File: config.mk
export PLATFORM = sky130hd
export DESIGN_NAME = mips_debug_ctrl
export DESIGN_NICKNAME = d
export VERILOG_FILES = /design/src/rtl/mips_dbg_pkg.sv /design/src/rtl/mips_dbg_dump_seq.sv /design/src/rtl/mips_debug_ctrl.sv
export SDC_FILE = /design/constraint.sdc
export NUM_CORES = 1
export LEC_CHECK = 0
export ABC_AREA = 1
export BUFFER_PORTS_ARGS = -buffer_cell sky130_fd_sc_hd__buf_2
export CAP_MARGIN = 20
export CORE_ASPECT_RATIO = 1.75
export CORE_MARGIN = 3
export CORE_UTILIZATION = 46
export CTS_CLUSTER_DIAMETER = 150
export DETAILED_ROUTE_END_ITERATION = 7
export PLACE_DENSITY_LB_ADDON = 0.05
export SYNTH_ARGS = -nofsm -noshare
export SYNTH_HDL_FRONTEND = slang
export SYNTH_SLANG_ARGS = --single-unit
File: constraint.sdc
create_clock -name i_clk -period 1.9 [get_ports i_clk]
set_input_delay 0.19 -clock i_clk [delete_from_list [all_inputs] [get_ports i_clk]]
set_output_delay 0.19 -clock i_clk [all_outputs]
set_load 0.1 [all_outputs]
File: src/rtl/mips_dbg_pkg.sv
// Shared definitions for the MIPS debug controller: command opcodes,
// controller states and the layout of the state-dump stream.
package mips_dbg_pkg;

  localparam logic [2:0] CMD_LOAD  = 3'd0;
  localparam logic [2:0] CMD_RUN   = 3'd1;
  localparam logic [2:0] CMD_STEP  = 3'd2;
  localparam logic [2:0] CMD_DUMP  = 3'd3;
  localparam logic [2:0] CMD_CLEAR = 3'd4;

  typedef enum logic [2:0] {
    ST_IDLE,
    ST_LOAD,
    ST_RUN,
    ST_STEP,
    ST_DUMP
  } state_e;

  localparam int         DUMP_LEN    = 34;
  localparam int         NB_BEAT     = 6;
  localparam logic [5:0] BEAT_PC     = 6'd0;
  localparam logic [5:0] BEAT_REG0   = 6'd1;
  localparam logic [5:0] BEAT_REG31  = 6'd32;
  localparam logic [5:0] BEAT_CYCLES = 6'd33;

  // Register index shown during a beat; beats outside r0..r31 read index 0.
  function automatic logic [4:0] beat_reg_index(input logic [5:0] beat);
    if (beat >= BEAT_REG0 && beat <= BEAT_REG31) begin
      beat_reg_index = 5'(beat - BEAT_REG0);
    end else begin
      beat_reg_index = 5'd0;
    end
  endfunction

endpackage

File: src/rtl/mips_dbg_dump_seq.sv
// Streams PC, r0..r31 and the cycle count as a 34-beat valid/ready burst.
// The output word is registered and only reloaded after a handshake.
module mips_dbg_dump_seq
  import mips_dbg_pkg::*;
#(
  parameter int NB_DATA = 32,
  parameter int NB_ADDR = 32,
  parameter int NB_REG  = 5
) (
  input  logic               i_clk,
  input  logic               i_reset,
  input  logic               i_start,
  input  logic [NB_ADDR-1:0] i_pc,
  input  logic [NB_DATA-1:0] i_reg_data,
  input  logic [31:0]        i_cycles,
  output logic [NB_REG-1:0]  o_reg_addr,
  output logic               o_dump_valid,
  output logic [NB_DATA-1:0] o_dump_data,
  output logic               o_dump_last,
  input  logic               i_dump_ready,
  output logic               o_done
);

  logic [NB_BEAT-1:0] beat_q, beat_d;
  logic [NB_BEAT-1:0] src_beat;
  logic               valid_q, valid_d;
  logic [NB_DATA-1:0] data_q, data_d;
  logic [NB_DATA-1:0] src_data;
  logic               handshake;
  logic               at_last;

  assign handshake = valid_q && i_dump_ready;
  assign at_last   = (beat_q == BEAT_CYCLES);

  // The beat being fetched is the first one on entry, otherwise the successor.
  assign src_beat   = i_start ? BEAT_PC : (beat_q + 6'd1);
  assign o_reg_addr = NB_REG'(beat_reg_index(src_beat));

  always_comb begin
    src_data = i_reg_data;
    if (src_beat == BEAT_PC) begin
      src_data = NB_DATA'(i_pc);
    end else if (src_beat == BEAT_CYCLES) begin
      src_data = NB_DATA'(i_cycles);
    end
  end

  always_comb begin
    beat_d  = beat_q;
    valid_d = valid_q;
    data_d  = data_q;
    if (i_start) begin
      beat_d  = BEAT_PC;
      valid_d = 1'b1;
      data_d  = src_data;
    end else if (handshake) begin
      if (at_last) begin
        beat_d  = BEAT_PC;
        valid_d = 1'b0;
        data_d  = '0;
      end else begin
        beat_d = src_beat;
        data_d = src_data;
      end
    end
  end

  always_ff @(posedge i_clk) begin
    if (i_reset) begin
      beat_q  <= BEAT_PC;
      valid_q <= 1'b0;
      data_q  <= '0;
    end else begin
      beat_q  <= beat_d;
      valid_q <= valid_d;
      data_q  <= data_d;
    end
  end

  assign o_dump_valid = valid_q;
  assign o_dump_data  = data_q;
  assign o_dump_last  = valid_q && at_last;
  assign o_done       = handshake && at_last;

endmodule

File: src/rtl/mips_debug_ctrl.sv
// Debug sequencer in front of top_mips: loads imem, runs or single-steps the
// pipeline, and hands state dumps to the dump sequencer.
module mips_debug_ctrl
  import mips_dbg_pkg::*;
#(
  parameter int NB_DATA    = 32,
  parameter int NB_ADDR    = 32,
  parameter int NB_REG     = 5,
  parameter int NB_CMD     = 3,
  parameter int IMEM_DEPTH = 256
) (
  input  logic               i_clk,
  input  logic               i_reset,
  input  logic               i_cmd_valid,
  input  logic [NB_CMD-1:0]  i_cmd,
  input  logic [NB_DATA-1:0] i_cmd_data,
  output logic               o_cmd_ready,
  output logic               o_cmd_error,
  output logic               o_enable,
  output logic               o_write,
  output logic [NB_ADDR-1:0] o_address,
  output logic [NB_DATA-1:0] o_instruction,
  input  logic               i_halt,
  input  logic [NB_ADDR-1:0] i_pc,
  output logic [NB_REG-1:0]  o_reg_addr,
  input  logic [NB_DATA-1:0] i_reg_data,
  output logic               o_dump_valid,
  output logic [NB_DATA-1:0] o_dump_data,
  output logic               o_dump_last,
  input  logic               i_dump_ready,
  output logic               o_halted
);

  localparam int PTR_W = $clog2(IMEM_DEPTH + 1);

  state_e             state_q, state_d;
  logic [PTR_W-1:0]   ptr_q, ptr_d;
  logic [NB_DATA-1:0] instr_q, instr_d;
  logic [31:0]        cycles_q, cycles_d;
  logic               err_q, err_d;
  logic               halted_q;
  logic               accept;
  logic               ptr_full;
  logic               dump_start;
  logic               dump_done;

  assign accept     = i_cmd_valid && (state_q == ST_IDLE);
  assign ptr_full   = (ptr_q == PTR_W'(IMEM_DEPTH));
  assign dump_start = accept && (i_cmd == NB_CMD'(CMD_DUMP));

  // A retired HALT gates the pipeline immediately, even in the cycle it appears.
  assign o_enable = ((state_q == ST_RUN) || (state_q == ST_STEP)) && !i_halt;

  always_comb begin
    state_d  = state_q;
    ptr_d    = ptr_q;
    instr_d  = instr_q;
    cycles_d = cycles_q;
    err_d    = 1'b0;
    if (o_enable) begin
      cycles_d = cycles_q + 32'd1;
    end
    case (state_q)
      ST_IDLE: begin
        if (accept) begin
          case (i_cmd)
            NB_CMD'(CMD_LOAD): begin
              if (ptr_full) begin
                err_d = 1'b1;
              end else begin
                state_d = ST_LOAD;
                instr_d = i_cmd_data;
              end
            end
            NB_CMD'(CMD_RUN):   state_d = ST_RUN;
            NB_CMD'(CMD_STEP):  state_d = ST_STEP;
            NB_CMD'(CMD_DUMP):  state_d = ST_DUMP;
            NB_CMD'(CMD_CLEAR): begin
              ptr_d    = '0;
              cycles_d = '0;
            end
            default: err_d = 1'b1;
          endcase
        end
      end
      ST_LOAD: begin
        ptr_d   = ptr_q + PTR_W'(1);
        state_d = ST_IDLE;
      end
      ST_RUN: begin
        if (i_halt) begin
          state_d = ST_IDLE;
        end
      end
      ST_STEP: state_d = ST_IDLE;
      ST_DUMP: begin
        if (dump_done) begin
          state_d = ST_IDLE;
        end
      end
      default: state_d = ST_IDLE;
    endcase
  end

  always_ff @(posedge i_clk) begin
    if (i_reset) begin
      state_q  <= ST_IDLE;
      ptr_q    <= '0;
      instr_q  <= '0;
      cycles_q <= '0;
      err_q    <= 1'b0;
      halted_q <= 1'b0;
    end else begin
      state_q  <= state_d;
      ptr_q    <= ptr_d;
      instr_q  <= instr_d;
      cycles_q <= cycles_d;
      err_q    <= err_d;
      halted_q <= i_halt;
    end
  end

  // A STEP that lands on a halted pipeline is reported in its own cycle.
  assign o_cmd_error   = err_q || ((state_q == ST_STEP) && i_halt);
  assign o_cmd_ready   = (state_q == ST_IDLE);
  assign o_write       = (state_q == ST_LOAD);
  assign o_address     = (state_q == ST_LOAD) ? (NB_ADDR'(ptr_q) << 2) : '0;
  assign o_instruction = (state_q == ST_LOAD) ? instr_q : '0;
  assign o_halted      = halted_q;

  mips_dbg_dump_seq #(
    .NB_DATA(NB_DATA),
    .NB_ADDR(NB_ADDR),
    .NB_REG (NB_REG)
  ) u_dump_seq (
    .i_clk       (i_clk),
    .i_reset     (i_reset),
    .i_start     (dump_start),
    .i_pc        (i_pc),
    .i_reg_data  (i_reg_data),
    .i_cycles    (cycles_q),
    .o_reg_addr  (o_reg_addr),
    .o_dump_valid(o_dump_valid),
    .o_dump_data (o_dump_data),
    .o_dump_last (o_dump_last),
    .i_dump_ready(i_dump_ready),
    .o_done      (dump_done)
  );

endmodule

==> metrics.cfg <==
[drt]
drt_iter0_markers = 360
detailroute.via_count = 7094
wl_mm = 21.8
drc = 0
firstDrtPassIters = 6
routed_via_density = 5.09
drtAntennaViolNets = 0
routedWlPerCell_um = 15.6

[worst_setup_path]
path_cells = buf_6 -> ha_4 -> nand2_2 -> o21bai_1 -> nand2_2 -> nor2_4 -> buf_12 -> o21ai_4 -> a22oi_2 -> buf_12
crit_family = compound AO/OA/AOI/OAI gates
critPathMaxStageDelay_ns = 0.34
critPathSlowestCell = dfxtp_2
arrival_ns = 2.20
r2r_end = u_dump_seq.o_dump_data[5]
rrSetupSlack_ns = -0.14
reg2reg_depth = 13
rr_startpoint = u_dump_seq.beat_q[1]
start_kind = flop
crit_required_ns = 1.71
endpoint_kind = output pin
crit_buf_inv = 3
critPathKind = reg2out
crit_fanout = 5
crit_path_start = u_dump_seq.beat_q[1]

[power_and_ir_drop]
internal_power_w = 0.00493
p_per_area_nw_per_um2 = 715
seqPwrFrac_pct = 35.2
switching_share_pct = 31.8
leakage_nw = 4.38
p_comb_share_pct = 21.4
pwr-share-clk_pct = 43.4
ir_drop_uv = 608
finalPower_w = 0.00723
p_sw_w = 0.00230

[layout]
stdcell_count = 1395
final_common_cell = nand2_1
syn_to_final_growth_pct = 59.5
final_nets = 1315
utilization_pct = 75.1
postLayoutCellArea_um2 = 10100
layout_common_cells = nand2_1, buf_2, a21oi_1, inv_1, dfxtp_1
drive_gt1_share_pct = 35.1

[synthesis]
synth_mux_area_share_pct = 0.158
synth_cell_types = 41
netlist_area_um2 = 6340
ys.flop_type = dfxtp_1
synth_top_family_by_area = simple AND/OR/NAND/NOR gates
synthCells = 957
synth_top_area_share_pct = 37.0
yosys.area.top_type = dfxtp_1
ys_warn_count = 0
synth_seq_cells = 117
synth_fa_ha_area_share_pct = 1.18
synth_area_leaders = dfxtp_1, nand2_1, a21oi_1
synth_xor_area_share_pct = 2.90
async_flop_share_pct = 0
synth-edff-count = 0
yosys.area_share.simple_pct = 30.4
synth_compound_area_share_pct = 14.7
synth.avg_cell_area_um2 = 6.62
yosysSeqAreaShare_pct = 37.0

[placed_design]
place_area_um2 = 8930
port_buffers = 188
hpwl_mm = 15.3
dp.cells = 1330
place.gp.congestion = 0.937

[min_path]
hold_class = in2reg
worstHoldStart = i_cmd_data[1]
holdPathEnd = instr_q[1]
hold_depth = 3

[grt]
groute.usage.overall_pct = 28.6
grt_max_degree = 40
overflow = 0
antenna_found_initial = 3
grt_pass1_vias = 7218
grt_first_pass_wirelength_mm = 34.2

[floorplanning]
die_area_um2 = 15300
core-area_um2 = 13500
io_pins = 212
fp.dieW_um = 94.7
initial_core_util_pct = 47.1
rows = 56
die_h_um = 161

[sta]
slew_headroom_pct = 52.2
setup_violations = 80
maxSlewViolCount = 0
fin_ws_ns = -0.488
tightest_slew_ns = 0.710
rsz0062_at_grt = true
skew_ns = 0.0104
fin_crit_ns = 2.39
hold_viol = 0
min_period_over_period_pct = 126
clock.fmax_ghz = 0.419

[clocking]
clockBufferDepth = 2
numCtsBuffers = 17
clkTransAtPathRegs_ns = 0.06
root_buffer = clkbuf_16
cts.sinks = 117
insertion_delay_ns = 0.41
htreeDepth = 4
cts_tree = yes

[flow_run]
max_cap_viol_count = 0

[outcome]
status = complete, but fails checks
violations = negative setup slack

-- routing by layer --
metal  GRT usage [%]  routed length (um)
met1            27.2                7230
met2            54.6               12400
met3            5.59                1000
met4            16.2                1130
met5               0                   0
-- final cells by class --
type                            instances  area [um2]
Timing Repair inverter                  1        7.51
Clock buffer                           17         425
Sequential cell                       117        2350
Inverter                              128         495
Antenna cell                            3        7.51
Timing Repair Buffer                  273        2620
Multi-Input combinational cell        667        3820
Clock inverter                         15         158
Tap cell                              174         218
Fill cell                            1048        3350
-- worst min-delay path: stages --
cell     delay [ns]
buf_2          0.07
o21ai_0        0.07
a21oi_1        0.10
-- kinds of logic after synthesis --
kind of cell	Yosys count
compound gates	181
xor+xnor	21
fa+ha+maj	6
buf+inv	195
flops	117
mux	1
other cells	1
simple gates	435
-- synth_stat cells, types with 3 or more instances --
cell and count:
buf_4 23, dfxtp_1 117, xnor2_1 10, nor3_1 14
nor2_1 104, o21ai_0 43, xor2_1 11, nor4_1 3
nand4_1 14, buf_2 15, clkbuf_1 24, buf_6 3
nand2_1 188, nor2_4 5, inv_1 123, inv_2 5
nand3_1 89, nand3_2 3, a21oi_1 126, ha_1 6
-- power groups by stage --
stage               Combinational, W  Sequential [W]  Clock (W)
global placement             0.00135         0.00260          0
global route                 0.00163         0.00255    0.00330
finish                       0.00155         0.00255    0.00314
CTS                          0.00149         0.00255    0.00318
floorplan                   0.000854         0.00279          0
detailed placement           0.00135         0.00260          0
-- through the flow --
stage	hold slack [ns]	TNS [ns]	worst slack, ns
after floorplan	0.315	-32.06	-0.737
after global placement	0.435	0	0.00303
after detailed placement	0.443	-0.297	-0.0410
after CTS	0.0138	-8.62	-0.419
after global routing	0.0552	-26.05	-0.564
final	0.0527	-17.61	-0.488
-- worst max-delay path by stage --
stage               slack (ns)             to  depth (start not counted)
floorplan                -0.74  o_reg_addr[3]                          7
global placement         0.003  o_reg_addr[2]                         11
detailed placement       -0.04  o_reg_addr[2]                         10
CTS                      -0.42  o_reg_addr[2]                         10
global route             -0.56  o_reg_addr[3]                         10
finish                   -0.49  o_reg_addr[3]                         10
-- what timing repair did --
action / in CTS / in global routing
cloned: 4 / 1
pin swaps: 20 / 17
endpoints found under the setup margin: 74 / 111
endpoints found under the hold margin: 0 / 0
buffers inserted: 11 / 14
gates resized for setup: 42 / 34
hold buffers: 0 / 0
-- sequential cells by signal, indices dropped and copies added (netlist names) --
name and count:
err_q 1, u_dump_seq.o_dump_valid 1, u_dump_seq.o_dump_data 32, instr_q 32, ptr_q 9, u_dump_seq.beat_q 6
state_q 3, o_halted 1, cycles_q 32
Note: power is estimated with default switching activity, not from simulation.
